$ cat config.mk
export PLATFORM = sky130hd
export DESIGN_NAME = call_register
export DESIGN_NICKNAME = d
export VERILOG_FILES = /design/src/rtl/elevator_pkg.sv /design/src/rtl/btn_sync_edge.sv /design/src/rtl/call_register.sv
export SDC_FILE = /design/constraint.sdc
export NUM_CORES = 1
export LEC_CHECK = 0
export CORE_UTILIZATION = 25
export DETAILED_ROUTE_END_ITERATION = 12
export GPL_TIMING_DRIVEN = 0
export PLACE_DENSITY_LB_ADDON = 0.2
export SLEW_MARGIN = 0
export SYNTH_ARGS = -nofsm -noshare
export SYNTH_HDL_FRONTEND = slang
export SYNTH_SLANG_ARGS = --single-unit
$ cat constraint.sdc
create_clock -name clk -period 6.5 [get_ports clk]
set_clock_uncertainty 0.2 [all_clocks]
set_input_delay 0.65 -clock clk [delete_from_list [all_inputs] [get_ports clk]]
set_output_delay 0.65 -clock clk [all_outputs]
set_load 0.01 [all_outputs]
$ cat src/rtl/elevator_pkg.sv
// Shared elevator definitions: service-direction encodings and width helpers.
package elevator_pkg;

  localparam logic [1:0] SVC_IN   = 2'b00;
  localparam logic [1:0] SVC_UP   = 2'b01;
  localparam logic [1:0] SVC_DN   = 2'b10;
  localparam logic [1:0] SVC_BOTH = 2'b11;

  function automatic int floor_w(input int floors);
    return $clog2(floors);
  endfunction

  // Wide enough for every in-car, up and down request bit at once.
  function automatic int pop_w(input int floors);
    return $clog2(3 * floors - 1);
  endfunction

endpackage

$ cat src/rtl/btn_sync_edge.sv
// Per-bit synchroniser followed by a registered rising-edge detector.
// Latency: raw rise sampled at edge N gives a one-cycle pulse after edge N+STAGES.
module btn_sync_edge #(
  parameter int W      = 1,
  parameter int STAGES = 2
) (
  input  logic         clk,
  input  logic         reset,
  input  logic [W-1:0] din_i,
  output logic [W-1:0] rise_o
);

  logic [STAGES-1:0][W-1:0] sync_q;
  logic [W-1:0]             prev_q;
  logic [W-1:0]             rise_q;
  logic [STAGES:0]          fill_q;

  // fill_q masks edges until the chain and prev_q hold real samples, so a
  // button already held when reset releases never looks like a fresh press.
  always_ff @(posedge clk or negedge reset) begin
    if (!reset) begin
      sync_q <= '0;
      prev_q <= '0;
      rise_q <= '0;
      fill_q <= '0;
    end else begin
      sync_q <= {sync_q[STAGES-2:0], din_i};
      prev_q <= sync_q[STAGES-1];
      fill_q <= {fill_q[STAGES-1:0], 1'b1};
      rise_q <= fill_q[STAGES] ? (sync_q[STAGES-1] & ~prev_q) : '0;
    end
  end

  assign rise_o = rise_q;

endmodule

$ cat src/rtl/call_register.sv
// Elevator call register: latches synchronised button edges into request bits, clears on service.
// Optional in-car call cancellation by re-press is built when CALL_CANCEL_EN is defined.
module call_register
  import elevator_pkg::*;
#(
  parameter int  FLOORS        = 8,
  parameter int  SYNC_STAGES   = 2,
  parameter int  CANCEL_WINDOW = 16,
  localparam int FW            = floor_w(FLOORS),
  localparam int PW            = pop_w(FLOORS)
) (
  input  logic              clk,
  input  logic              reset,
  input  logic [FLOORS-1:0] btn_in,
  input  logic [FLOORS-2:0] btn_up_out,
  input  logic [FLOORS-1:1] btn_down_out,
  input  logic              svc_valid,
  input  logic [FW-1:0]     svc_floor,
  input  logic [1:0]        svc_dir,
  input  logic [FW-1:0]     car_floor,
  output logic [FLOORS-1:0] active_in_levels,
  output logic [FLOORS-2:0] active_out_up_levels,
  output logic [FLOORS-1:1] active_out_down_levels,
  output logic              req_above,
  output logic              req_below,
  output logic              req_here,
  output logic [PW-1:0]     pending_count,
  output logic              svc_ack
);

  localparam logic [FW:0] FLOORS_L = (FW+1)'(FLOORS);

  logic [FLOORS-1:0] in_edge, in_q, in_d, clr_in, any_req;
  logic [FLOORS-2:0] up_edge, up_q, up_d, clr_up;
  logic [FLOORS-2:0] dn_rise;
  logic [FLOORS-1:1] dn_edge, dn_q, dn_d, clr_dn;
  logic [PW-1:0]     count_q, count_d;
  logic              svc_hit, ack_q;

  btn_sync_edge #(.W(FLOORS), .STAGES(SYNC_STAGES)) u_sync_in (
    .clk(clk), .reset(reset), .din_i(btn_in), .rise_o(in_edge)
  );
  btn_sync_edge #(.W(FLOORS-1), .STAGES(SYNC_STAGES)) u_sync_up (
    .clk(clk), .reset(reset), .din_i(btn_up_out), .rise_o(up_edge)
  );
  btn_sync_edge #(.W(FLOORS-1), .STAGES(SYNC_STAGES)) u_sync_dn (
    .clk(clk), .reset(reset), .din_i(btn_down_out), .rise_o(dn_rise)
  );
  assign dn_edge = dn_rise;

  // Landing bits that have no physical button are never cleared (or set).
  always_comb begin
    svc_hit = svc_valid && ({1'b0, svc_floor} < FLOORS_L);
    clr_in  = '0;
    clr_up  = '0;
    clr_dn  = '0;
    for (int i = 0; i < FLOORS; i++)
      clr_in[i] = svc_hit && (svc_floor == FW'(i));
    for (int i = 0; i < FLOORS-1; i++)
      clr_up[i] = clr_in[i] && |(svc_dir & SVC_UP);
    for (int i = 1; i < FLOORS; i++)
      clr_dn[i] = clr_in[i] && |(svc_dir & SVC_DN);
    up_d = (up_q & ~clr_up) | up_edge;
    dn_d = (dn_q & ~clr_dn) | dn_edge;
  end

`ifdef CALL_CANCEL_EN
  localparam int CW = $clog2(CANCEL_WINDOW + 1);

  logic [FLOORS-1:0][CW-1:0] win_q, win_d;
  logic [FLOORS-1:0]         cancel;

  // A re-press inside the window drops the call; it overrides both set and clear.
  always_comb begin
    in_d   = '0;
    win_d  = '0;
    cancel = '0;
    for (int i = 0; i < FLOORS; i++) begin
      cancel[i] = in_edge[i] && in_q[i] && (win_q[i] != '0);
      in_d[i]   = !cancel[i] && ((in_q[i] && !clr_in[i]) || in_edge[i]);
      if (!in_d[i])
        win_d[i] = '0;
      else if (in_edge[i] && (!in_q[i] || clr_in[i]))
        win_d[i] = CW'(CANCEL_WINDOW);
      else if (win_q[i] != '0)
        win_d[i] = win_q[i] - CW'(1);
      else
        win_d[i] = '0;
    end
  end

  always_ff @(posedge clk or negedge reset) begin
    if (!reset) win_q <= '0;
    else        win_q <= win_d;
  end
`else
  always_comb begin
    in_d = (in_q & ~clr_in) | in_edge;
  end
`endif

  // Counted from next-state so the count lands on the same edge as the bits.
  always_comb begin
    count_d = '0;
    for (int i = 0; i < FLOORS; i++)
      count_d = count_d + PW'(in_d[i]);
    for (int i = 0; i < FLOORS-1; i++)
      count_d = count_d + PW'(up_d[i]);
    for (int i = 1; i < FLOORS; i++)
      count_d = count_d + PW'(dn_d[i]);
  end

  always_ff @(posedge clk or negedge reset) begin
    if (!reset) begin
      in_q    <= '0;
      up_q    <= '0;
      dn_q    <= '0;
      count_q <= '0;
      ack_q   <= 1'b0;
    end else begin
      in_q    <= in_d;
      up_q    <= up_d;
      dn_q    <= dn_d;
      count_q <= count_d;
      ack_q   <= svc_hit;
    end
  end

  assign any_req = in_q | {1'b0, up_q} | {dn_q, 1'b0};

  always_comb begin
    req_above = 1'b0;
    req_below = 1'b0;
    req_here  = 1'b0;
    for (int i = 0; i < FLOORS; i++) begin
      if (any_req[i]) begin
        if (FW'(i) > car_floor)  req_above = 1'b1;
        if (FW'(i) < car_floor)  req_below = 1'b1;
        if (FW'(i) == car_floor) req_here  = 1'b1;
      end
    end
  end

  assign active_in_levels       = in_q;
  assign active_out_up_levels   = up_q;
  assign active_out_down_levels = dn_q;
  assign pending_count          = count_q;
  assign svc_ack                = ack_q;

endmodule

=== After elaboration in Yosys (flattened, before gate mapping) ===
Index checks and enable logic that the tools add are counted.
Widths: inputs -> output; s select.

* Output and inout bits: 31
* Register bits after elaboration: 125

* Bitwise logic cells: 17
* Equality and inequality tests: 14
* Magnitude comparators: 16
* $add $sub $neg: 21
* Muxes and demuxes: 51
* Reduce and logical (&&, ||, !) cells: 24

{| class="wikitable"
|+ Operator list
! cell !! count
|-
| $add 5x1->5 || 17
|-
| $mux 1 || 48
|-
| $and 7x7->7 || 4
|-
| $not 7->7 || 4
|-
| $logic_and 1x1->1 || 22
|-
| $and 8x8->8 || 2
|-
| $not 8->8 || 2
|-
| $or 8x8->8 || 2
|-
| $mux 7 || 2
|-
| $or 7x7->7 || 2
|-
| $eq 3x3->1 const A || 4
|-
| $eq 3x3->1 const B || 4
|-
| $gt 3x3->1 const A || 4
|-
| $lt 3x3->1 const A || 4
|-
| $mux 8 || 1
|-
| $or 8x7->8 || 1
|-
| $eq 2x3->1 const A || 2
|-
| $eq 3x2->1 const B || 2
|-
| $gt 1x3->1 const A || 2
|-
| $gt 2x3->1 const A || 2
|-
| $logic_not 3->1 || 2
|-
| $lt 1x3->1 const A || 2
|-
| $lt 2x3->1 const A || 2
|-
| $add 4x1->5 || 1
|-
| other kinds (5) || 5
|}

=== Depth between registers and ports, before layout ===
Gate-level depths: netlist of run 1.

* Depth after elaboration: 26
* Gate-level depth with buffers: 18

=== Cells and area by module ===
Synthesis of run 1 repeated with hierarchy kept, for this count alone.

* Cell total of the unflattened synthesis: 305
* Area, all modules: 4,455.5 um^2

{| class="wikitable"
|+ Modules (own cells, without submodules)
! module !! cells an instance !! instances !! area an instance (um^2)
|-
| call_register || 183 || 1 || 1,824.2
|-
| btn_sync_edge at u_sync_dn ... || 39 || 2 || 840.8
|-
| btn_sync_edge at u_sync_in || 44 || 1 || 949.7
|}

=== Worst setup path before layout of run 1 ===
No wires, ideal clock.

* Kind: input port to flip-flop
* From: input port svc_valid
* To: register count_q[4] (netlist: pending_count[4])
* Setup slack: 1.606 ns
* Stages: 18
* Arrival: 4.628 ns
* Setup time: 0.066 ns
* Path buffers: 0
* Required time: 6.234 ns
* Cells stage by stage: nor2b_1 and3_1 nand2_1 a21oi_1 fa_1 fa_1 inv_1 fa_1 fa_1 inv_1 fa_1 inv_1 ha_1 inv_1 fa_1 nor2b_1 o21ai_0 nand2b_1

* Longest elaborated chain between the ends: 25
* Elaborated cells on any way between the ends: 52
* Classes of those cells: add/sub (21); bitwise (9); reduce/logical (22)

{| class="wikitable"
|+ Ends and longest elaborated chain
! what !! line !! RTL
|-
| from (decl) || call_register.sv:17 || <nowiki>input logic svc_valid,</nowiki>
|-
| $logic_and 1x1->1 || call_register.sv:58 || <nowiki>clr_in[i] = svc_hit && (svc_floor == FW'(i));</nowiki>
|-
| $not 8->8 || call_register.sv:98 || <nowiki>in_d = (in_q & ~clr_in) | in_edge;</nowiki>
|-
| $and 8x8->8 || call_register.sv:98 ||
|-
| $or 8x8->8 || call_register.sv:98 ||
|-
| $add 1x1->2 || call_register.sv:106 || <nowiki>count_d = count_d + PW'(in_d[i]);</nowiki>
|-
| $add 2x1->3 || call_register.sv:106 ||
|-
| $add 3x1->4 || call_register.sv:106 ||
|-
| $add 4x1->5 || call_register.sv:106 ||
|-
| $add 5x1->5 (3 in series) || call_register.sv:106 ||
|-
| $add 5x1->5 (7 in series) || call_register.sv:108 || <nowiki>count_d = count_d + PW'(up_d[i]);</nowiki>
|-
| $add 5x1->5 (6 in series) || call_register.sv:110 || <nowiki>count_d = count_d + PW'(dn_d[i]);</nowiki>
|-
| $add 5x1->5 * || call_register.sv:110 ||
|-
| via count_d[4] || call_register.sv:37 || <nowiki>logic [PW-1:0] count_q, count_d;</nowiki>
|-
| to (signal assigned) || call_register.sv:124 || <nowiki>count_q <= count_d;</nowiki>
|-
| to (decl) || call_register.sv:37 ||
|}

The timed path passes the listed nets; every way through them passes the cells marked *.

=== Worst setup path after layout of run 1 ===
Ends and elaborated chain as after synthesis.

==> impl_results.md, run 1 <==
* Die height at around 130 um
* Maximum VDD drop at between 200 and 300 uV
* Hold Path Stages at 0
* Worst skew pair latency at approximately 0.4 ns
* Largest net degree at the start of global routing at 88
* Setup Slack @ Placement at slightly above 0.6 ns
* Hold Crit Endpoint: u_sync_dn.sync_q[12]
* Setup slack after layout at between 1 and 1.5 ns
* Required time of the critical path at approximately 6.6 ns
* Sinks on Clock Net at ~120
* Net Count, Synth at around 350
* XOR/XNOR Fraction of Synth Area at 0.00408
* Mean Syn Cell Area at about 14 um2
* Share of cells above drive strength 1 at 0.104
* Fin crit share at 0.841
* Adder-cell share of the synthesized area at 0.0904
* DRT Pass-1 Iters at 4
* Status: complete, no violations
* CTS tree: done
* Initial Utilization at 0.257
* WHS at approximately 0.14 ns
* Final RePlAce weighted congestion at 0.773
* Fmax achieved at 0.183 GHz
* Sequential fraction of the synthesis area at 0.694
* CTS Root Cell: clkbuf_16
* Area leader, netlist: dfrtp_1
* Mux cell area share after synthesis at 0.0128
* Leak at 2.65 nW
* Largest cells by area after synthesis: dfrtp_1 69%, fa_1 7.0%, and3b_1 4.3%, a21o_1 3.0%, inv_1 2.4%
* Port Buf Inserts at 63
* Syn Std Cell Area at between 4000 and 5000 um2
* Fillcell total at about 1700
* Synth Area in Compound Gates at 0.0636
* Max-Cap Viols at 0
* Most common cell after layout, fill and taps aside: dfrtp_1
* Hold_sp: u_sync_dn.sync_q[5]
* Total grt overflow at 0
* Fin. Hold Viols at 0
* R2R Path Start: active_in_levels[3]
* Power Density at 458 nW/um2
* Synthesis-stage register bit count at about 120
* Combinational family with the most area after synthesis: simple AND/OR/NAND/NOR gates
* Core box area at 16700 um2
* First-pass GRT wire length at between 10000 and 15000 um
* Synth-to-layout area growth at 36.1%
* Yosys warning count at 0
* Top cell type's share of synthesized area at 0.694
* # rows at between 40 and 50
* CTS buffer count at 17
* Fin crit period at 5.46 ns
* Slew @ Worst Pin at approximately 0.7 ns
* Layout Nets at roughly 440
* Setup violations, final at 0
* Reg2reg end: pending_count[4]
* Vias in the first global route at ~2800
* Multi-input logic area at around 1200 um2
* Most frequent cells in the layout: 119 x dfrtp_1, 62 x clkdlybuf4s50_1, 27 x inv_1
* Vias at 2467
* H-tree depth at 4
* Class of the worst hold path: register to register
* Clock buffer depth at 2
* Die ar. at 17700 um2
* Reg2Reg Depth at 15
* Simple-gate portion of the synthesized area at 0.106
* Reg area at 2980 um2
* Synth Instances at 299
* Post-synth cell types at 30
* RSZ-0062 raised after global routing: no
* GRT Util Overall at 0.111
* Reg2Reg Setup Slack at 2.04 ns
* Antenna Nets Post-Route at 0
* Setup TNS at 0 ns
* Crit path kind: primary input to register
* Clk pin slew, worst setup/hold paths at roughly 0.050 ns
* CP endpoint kind: register
* Critical Path Fanout Max at 6
* Initial antenna violation count at 0
* Initial detailed-routing violation count at 67
* Finished Core Util at 0.350
* Via/cell ratio at ~4
* Final WL at around 8600 um
* Residual DRC at 0
* Crit path launch type: primary input
* Routed len/inst at around 14 um
* Ant diodes at 0
* Max_slew headroom at 0.520
* Post-DP HPWL at approximately 6400 um
* Io pins at 64
* Post-CTS sizing at 0
* Fin. max-slew vios at 0
* Arr. time, crit path at between 5 and 6 ns
* Die W at between 100 and 150 um
==> sequential cells by signal, summed over array words and instances, names as in the netlist <==
register	flops
u_sync_in.sync_q	16
u_sync_dn.sync_q	14
u_sync_up.sync_q	14
active_in_levels	8
u_sync_in.prev_q	8
u_sync_in.rise_o	8
active_out_down_levels	7
active_out_up_levels	7
u_sync_dn.prev_q	7
u_sync_dn.rise_o	7
u_sync_up.prev_q	7
u_sync_up.rise_o	7
pending_count	5
u_sync_dn.fill_q	3
svc_ack	1
==> cell usage after synthesis <==
master,count
nor3_1,6
o211ai_1,2
nor2b_1,2
and3b_1,21
and3_1,1
nor2_1,10
a21boi_1,1
inv_1,27
or2_1,3
a21oi_1,14
mux4_2,2
a21o_1,17
nand3_1,6
nor3_2,2
dfrtp_1,119
fa_1,15
conb_1,1
clkbuf_1,2
xnor2_1,2
o21ai_1,1
inv_2,4
o41ai_1,1
mux2i_1,1
nand2b_1,6
o21ai_0,6
or3_1,1
ha_1,7
a32oi_1,1
nand2_1,17
nand4_1,1
==> power by group <==
group	internal, W	total, W	switching (W)	leakage [nW]
combinational	0.000431	0.000878	0.000447	0.949
sequential	0.000826	0.000863	0.0000368	1.40
clock	0.000621	0.000932	0.000310	0.302
total	0.00188	0.00267	0.000794	2.65
==> logic make-up (layout without fill, tap and decap cells) <==
kind of cell,Yosys count,in the layout
AND/OR/NAND/NOR,76,76
XOR/XNOR,2,2
buffers and inverters,33,130
AO/OA/AOI/OAI,43,43
multiplexers,3,3
adder cells (fa/ha/maj),22,22
other,1,1
flip-flops,119,119
==> worst max-delay path, stage by stage <==
cell	delay, ns
clkdlybuf4s50_1	0.61
nor2b_1	0.30
and3_1	0.24
nand2_1	0.08
a21oi_1	0.23
fa_1	0.46
fa_1	0.52
inv_1	0.05
fa_1	0.47
fa_1	0.55
inv_1	0.05
fa_1	0.43
inv_1	0.06
ha_1	0.16
inv_1	0.06
fa_1	0.40
nor2b_1	0.12
o21ai_0	0.08
nand2b_1	0.08
==> layer usage <==
metal	vias to the layer above	global-route usage	wire length, um
met5	-	0	0
met4	0	0.0594	176
met1	1217	0.140	3940
met2	78	0.154	3730
li1	1158	-	-
met3	14	0.0567	779
==> through the flow <==
stage / total power, W / cells / cell area (um2)
after floorplan: 0.00149 / 299 / 4290
after global placement: 0.00176 / 582 / 5200
after detailed placement: 0.00178 / 583 / 5230
after CTS: 0.00273 / 616 / 5840
after global routing: 0.00289 / 616 / 5840
final: 0.00267 / 616 / 5840
==> how the worst max path moves through the flow <==
stage          cells after the start             endpoint  startpoint
6_report                          19     pending_count[4]   svc_valid
3_5_place_dp                      19     pending_count[4]   svc_valid
4_1_cts                           19     pending_count[4]   svc_valid
5_1_grt                           19     pending_count[4]   svc_valid
2_1_floorplan                     18     pending_count[4]   svc_valid
3_3_place_gp                       1  u_sync_in.rise_o[2]       reset
==> area by class of cell <==
type	instances	area share
Multi-Input combinational cell	147	0.204
Tap cell	220	0.0471
Clock buffer	24	0.0876
Clock inverter	8	0.0159
Timing Repair Buffer	65	0.115
Inverter	31	0.0199
Sequential cell	119	0.510
Buffer	2	0.00129
==> timing repair <==
| item | in CTS | in global routing |
|---|---|---|
| hold buffers | 1 | 0 |
| hold endpoints to repair | 32 | 0 |
| buffers inserted | 0 | 0 |
No activity file was read; power rests on OpenSTA's default activity.
==> run 2: changes to the inputs <==
- clock period: 6.5 -> 5.3 ns (I/O delays scaled with it)
==> impl_results.md, run 2 (synthesized netlist as in run 1, its figures left out) <==
* Fmax achieved at 0.199 GHz
* Met3 usage at 0.0567 (unchanged)
* Share of cells above drive strength 1 at 0.116 (+0.0126)
* Fin crit share at 0.947
* CP max stage delay at 0.55 ns (-0.06 ns)
* Busiest grt layer: met2
* Residual DRC at 0 (unchanged)
* CP endpoint kind: register
* CTS buffer count at 17 (unchanged)
* Met2 Use GR at 0.154 (unchanged)
* Max-Cap Viols at 0 (unchanged)
* Io pins at 64 (unchanged)
* CTS tree: done
* First-pass GRT wire length at 14400 um (unchanged)
* Die height at 133 um (unchanged)
* Via/cell ratio at 4.02 (+0.32%)
* Initial antenna violation count at 0 (unchanged)
* Port Buf Inserts at 63 (unchanged)
* Antenna Nets Post-Route at 0 (unchanged)
* Most frequent cells in the layout: 119 x dfrtp_1, 58 x clkdlybuf4s50_1, 27 x inv_1
* RSZ-0062 raised after global routing: no
* Status: complete, no violations
* Layout Nets at 438 (unchanged)
* Most common cell after layout, fill and taps aside: dfrtp_1
* Cell repeated most along the worst path: fa_1
* Crit path kind: primary input to register
* Clk pin slew, worst setup/hold paths at 0.05 ns (about the same)
* Max reg flops at 16 (unchanged)
* Initial detailed-routing violation count at 79 (+18%)
* Arr. time, crit path at 5.15 ns (-0.45 ns)
* Crit path launch type: primary input
* Routed len/inst at 14.1 um (+0.35%)
* Max_slew headroom at 0.518 (-0.00140)
* Sequential Power Share at 0.323 (about the same)
* Met1 usage at 0.140 (unchanged)
* Final WL at 8660 um (+0.35%)
* Core box area at 16700 um2 (unchanged)
* Top Registers: u_sync_in.sync_q x16, u_sync_dn.sync_q x14, u_sync_up.sync_q x14
* Slowest cell on crit path: fa_1
* DRT Pass-1 Iters at 4 (unchanged)
* Critical Path, Cell by Cell: dlygate4sd2_1 -> nor2b_2 -> and3_1 -> nand2_1 -> a21oi_2 -> fa_1 -> fa_1 -> inv_1 -> fa_1 -> fa_1 -> inv_1 -> fa_1 -> inv_1 -> ha_1 -> inv_1 -> fa_1 -> nor2b_1 -> o21ai_0 -> nand2b_1
* Setup TNS at 0 ns (unchanged)
* Total grt overflow at 0 (unchanged)
* Reg2Reg Setup Slack at 0.84 ns (-1.20 ns)
* Most flop-heavy register: u_sync_in.sync_q
* P_sw at 0.000975 W (+23%)
* H-tree depth at 4 (unchanged)
* Slew @ Worst Pin at 0.717 ns (+0.00209 ns)
* Vias at 2475 (+0.32%)
* Initial Utilization at 0.257 (unchanged)
* Sinks on Clock Net at 119 (unchanged)
* Leak at 2.68 nW (+1.2%)
* Power Density at 559 nW/um2 (+22%)
* Synth-to-layout area growth at 36.6%
* Maximum VDD drop at 344 uV (+23%)
* Die W at 133 um (unchanged)
* Clock power frac at 0.349 (about the same)
* Largest net degree at the start of global routing at 88 (unchanged)
* Fin. max-slew vios at 0 (unchanged)
* GRT Util Overall at 0.111 (unchanged)
* Class of the worst hold path: register to register
* CTS Root Cell: clkbuf_16
* Switching portion of total power at 0.297 (+0.000397)
* Clock buffer depth at 2 (unchanged)
* Worst skew pair latency at 0.41 ns (about the same)
* Setup slack after layout at 0.284 ns (-0.752 ns)
* Combinational cell fraction of total power at 0.328 (about the same)
* Critical Path Fanout Max at 6 (unchanged)
* Ant diodes at 0 (unchanged)
* Fin crit period at about 5.0 ns
* Vias in the first global route at 2772 (-0.14%)
* Setup Slack @ Placement at -0.475 ns (-1.08 ns)
* Required time of the critical path at 5.44 ns (-1.20 ns)
* Post-DP HPWL at 6370 um (unchanged)
* Int Pwr at 0.00230 W (+23%)
* Design Power at 0.00328 W (+23%)
* Setup violations, final at 0 (unchanged)
* Fin. Hold Viols at 0 (unchanged)
* Die ar. at 17700 um2 (unchanged)
* Final RePlAce weighted congestion at 0.773 (unchanged)
* # rows at 47 (unchanged)
[run 2: cell count changes in the layout (fill, tap and decap cells not counted), sizes merged]
cell,change
clkdlybuf4s50,-4
dlygate4sd2,+1
dlymetal6s2s,+3
[run 2: path summary, 6_finish.rpt]
check,startpoint,to,depth (start not counted)
max,svc_valid,pending_count[4],19
min,u_sync_dn.sync_q[5],u_sync_dn.sync_q[12],0
max reg2reg,active_in_levels[3],pending_count[4],15
min reg2reg,u_sync_dn.sync_q[5],u_sync_dn.sync_q[12],0
max in group asynchronous,reset,pending_count[2],3
min in group asynchronous,reset,u_sync_dn.sync_q[4],2
[run 2: final cells by class]
| type | count | area (um2) |
|---|---|---|
| timing repair buffer | 65 | 676 |
| inverter | 31 | 116 |
| sequential | 119 | 2980 |
| tap | 220 | 275 |
| buffer | 2 | 7.51 |
| multi-input combinational | 147 | 1200 |
| clock buffer | 24 | 512 |
| clock inverter | 8 | 92.6 |
| fill | 1648 | 10800 |
[run 2: power groups by stage]
| stage | Sequential [W] | Clock, W | Combinational [W] |
|---|---|---|---|
| global placement | 0.00108 | 0 | 0.00108 |
| detailed placement | 0.00107 | 0 | 0.00111 |
| finish | 0.00106 | 0.00114 | 0.00108 |
| floorplan | 0.00108 | 0 | 0.000741 |
| CTS | 0.00106 | 0.00118 | 0.00111 |
| global route | 0.00107 | 0.00123 | 0.00125 |
[run 2: repair_timing]
item	in CTS	in global routing
hold endpoints to repair	32	0
buffers inserted	0	0
gates resized for setup	2	7
hold buffers	1	0
endpoints found under the setup margin	1	4
[run 2: per-layer routing]
layer / vias to the layer above / wire length [um] / share of wire
li1: 1156 / - / -
met1: 1224 / 3990 / 0.46
met2: 81 / 3760 / 0.43
met3: 14 / 736 / 0.085
met4: 0 / 174 / 0.020
met5: - / 0 / 0
[run 2: per-stage QoR]
stage	hold WS, ns	instance area, um2	util	instances
2_1_floorplan	0.0344	4290	-	299
3_3_place_gp	0.132	5200	0.311	582
3_5_place_dp	0.135	5230	0.313	583
4_1_cts	0.146	5840	0.350	616
5_1_grt	0.152	5860	0.351	616
6_report	0.144	5860	0.351	616
[run 2: worst max-delay path: cells and delay by family]
kind | cells | cell delay (ns)
adder cells (fa/ha/maj) | 7 | 2.97
AND/OR/NAND/NOR | 5 | 0.79
AO/OA/AOI/OAI | 2 | 0.27
buffers and inverters | 5 | 0.59
==> run 3: changes to the inputs <==
- CORE_UTILIZATION: 25 -> 48
- clock period: 5.3 -> 4.55 ns (I/O delays scaled with it)
==> impl_results.md, run 3 (synthesized netlist as in run 1, its figures left out) <==
* Routed len/inst at 15.1 um (+7.6%)
* Design Power at 0.00379 W (+16%)
* Die W at 96.6 um (-27%)
* Max reg flops at 16 (unchanged)
* Fmax achieved at 0.229 GHz
* Via/cell ratio at 5.04 (+25%)
* Hold Path Stages at 3 (+3)
* Initial Utilization at 0.495 (+0.238)
* Ant diodes at 0 (unchanged)
* Power Density at 659 nW/um2 (+18%)
* Vias at 2558 (+3.4%)
* Vias in the first global route at 2588 (-6.6%)
* Slew @ Worst Pin at 0.822 ns (+0.105 ns)
* Critical Path Fanout Max at 5 (-1)
* Class of the worst hold path: primary input to register
* First-pass GRT wire length at 12500 um (-13%)
* Max_slew headroom at 0.452 (-0.0664)
* Crit path launch type: primary input
* Leak at 2.65 nW (-0.99%)
* Io pins at 64 (unchanged)
* CTS buffer count at 17 (unchanged)
* # rows at 34 (-28%)
* Required time of the critical path at 4.79 ns (-0.65 ns)
* Crit path kind: primary input to register
* Final RePlAce weighted congestion at 0.887 (+15%)
* Maximum VDD drop at 483 uV (+40%)
* Max-Cap Viols at 0 (unchanged)
* Core box area at 8680 um2 (-48%)
* Synth-to-layout area growth at 34.0%
* CP endpoint kind: register
* Finished Core Util at 0.663 (+0.312)
* H-tree depth at 4 (unchanged)
* Post-DP HPWL at 5410 um (-15%)
* Sinks on Clock Net at 119 (unchanged)
* Clk pin slew, worst setup/hold paths at 0.05 ns (about the same)
* Most common cell after layout, fill and taps aside: dfrtp_1
* DRT Pass-1 Iters at 4 (unchanged)
* Status: complete, no violations
* Residual DRC at 0 (unchanged)
* Most frequent cells in the layout: 119 x dfrtp_1, 56 x clkdlybuf4s50_1, 27 x inv_1
* Fin crit period at approximately 4.4 ns
* CTS tree: done
* Fillcell total at 624 (-62%)
* Share of cells above drive strength 1 at 0.148 (+0.0313)
* Layout Nets at 442 (+0.91%)
* Initial antenna violation count at 0 (unchanged)
* Most flop-heavy register: u_sync_in.sync_q
* Antenna Nets Post-Route at 0 (unchanged)
* Reg2Reg Depth at 13 (-2)
* Reg2Reg Setup Slack at 0.24 ns (-0.60 ns)
* Final WL at 7690 um (-11%)
* Die ar. at 9320 um2 (-47%)
* Largest net degree at the start of global routing at 66 (-25%)
* Top Registers: u_sync_in.sync_q x16, u_sync_dn.sync_q x14, u_sync_up.sync_q x14
* Total grt overflow at 0 (unchanged)
* Fin. max-slew vios at 0 (unchanged)
* CTS Root Cell: clkbuf_8
* Setup violations, final at 0 (unchanged)
* Clock buffer depth at 2 (unchanged)
* Die height at 96.6 um (-27%)
* Worst skew pair latency at 0.50 ns (+0.09 ns)
* Initial detailed-routing violation count at 89 (+13%)
* Arr. time, crit path at 4.61 ns (-0.54 ns)
* Fin crit share at 0.960
* GRT Util Overall at 0.191 (+0.0792)
* Port Buf Inserts at 63 (unchanged)
* Fin. Hold Viols at 0 (unchanged)
==> run 3: through the flow <==
step,TNS (ns),cell area [um2],instances,hold WS [ns],setup slack [ns]
final,0,5750,508,0.138,0.182
after global routing,-0.00243,5750,508,0.150,-0.00243
after CTS,0,5730,506,0.132,0.0127
after detailed placement,-3.76,5110,471,0.136,-0.917
after global placement,-180.45,5080,470,0.131,-1.49
after floorplan,0,4320,299,-0.0406,0.00164
==> run 3: critical path, cell delays in order <==
cell and delay (ns):
buf_2 0.14, nand2b_4 0.18, or2_1 0.24, a21o_1 0.20
inv_2 0.06, fa_1 0.40, inv_1 0.08, fa_1 0.43
fa_1 0.53, fa_1 0.50, inv_1 0.05, fa_1 0.44
inv_1 0.07, ha_2 0.17, inv_1 0.05, fa_2 0.35
nor2b_2 0.12, o21ai_0 0.08, nand2b_1 0.08
==> run 3: layer usage <==
layer  up-vias  share of wire  global-route usage
met2       102           0.49               0.288
met1      1272           0.42               0.241
li1       1165              -                   -
met4         0          0.025               0.103
met3        19          0.069              0.0681
met5         -              0                   0
==> run 3: final timing paths <==
kind,from,endpoint
setup / recovery,svc_floor[2],pending_count[4]
hold reg to reg,u_sync_up.sync_q[2],u_sync_up.sync_q[9]
hold / removal,svc_floor[2],active_in_levels[4]
setup reg to reg,active_in_levels[5],pending_count[3]
max in group asynchronous,reset,u_sync_up.prev_q[1]
min in group asynchronous,reset,u_sync_up.sync_q[10]
==> run 3: layout make-up <==
cell class	instances	area (um2)	area share
Clock inverter	10	148	0.0257
Tap cell	108	135	0.0235
Inverter	31	116	0.0202
Clock buffer	22	433	0.0753
Timing Repair Buffer	69	678	0.118
Sequential cell	119	2980	0.518
Multi-Input combinational cell	147	1260	0.218
Buffer	2	7.51	0.00131
==> run 3: repair_timing <==
| action | CTS | global route |
|---|---|---|
| hold buffers | 2 | 0 |
| setup buffers | 1 | 2 |
| hold endpoints to repair | 65 | 0 |
| pin swaps | 3 | 5 |
| endpoints found under the setup margin | 4 | 4 |
| gates resized for setup | 19 | 9 |
| cloned | 0 | 0 |
==> run 3: power by group <==
group          leakage (nW)  switching [W]  internal [W]
clock                 0.270       0.000446      0.000837
sequential             1.40      0.0000557       0.00118
combinational         0.986       0.000628      0.000644
total                  2.65        0.00113       0.00266
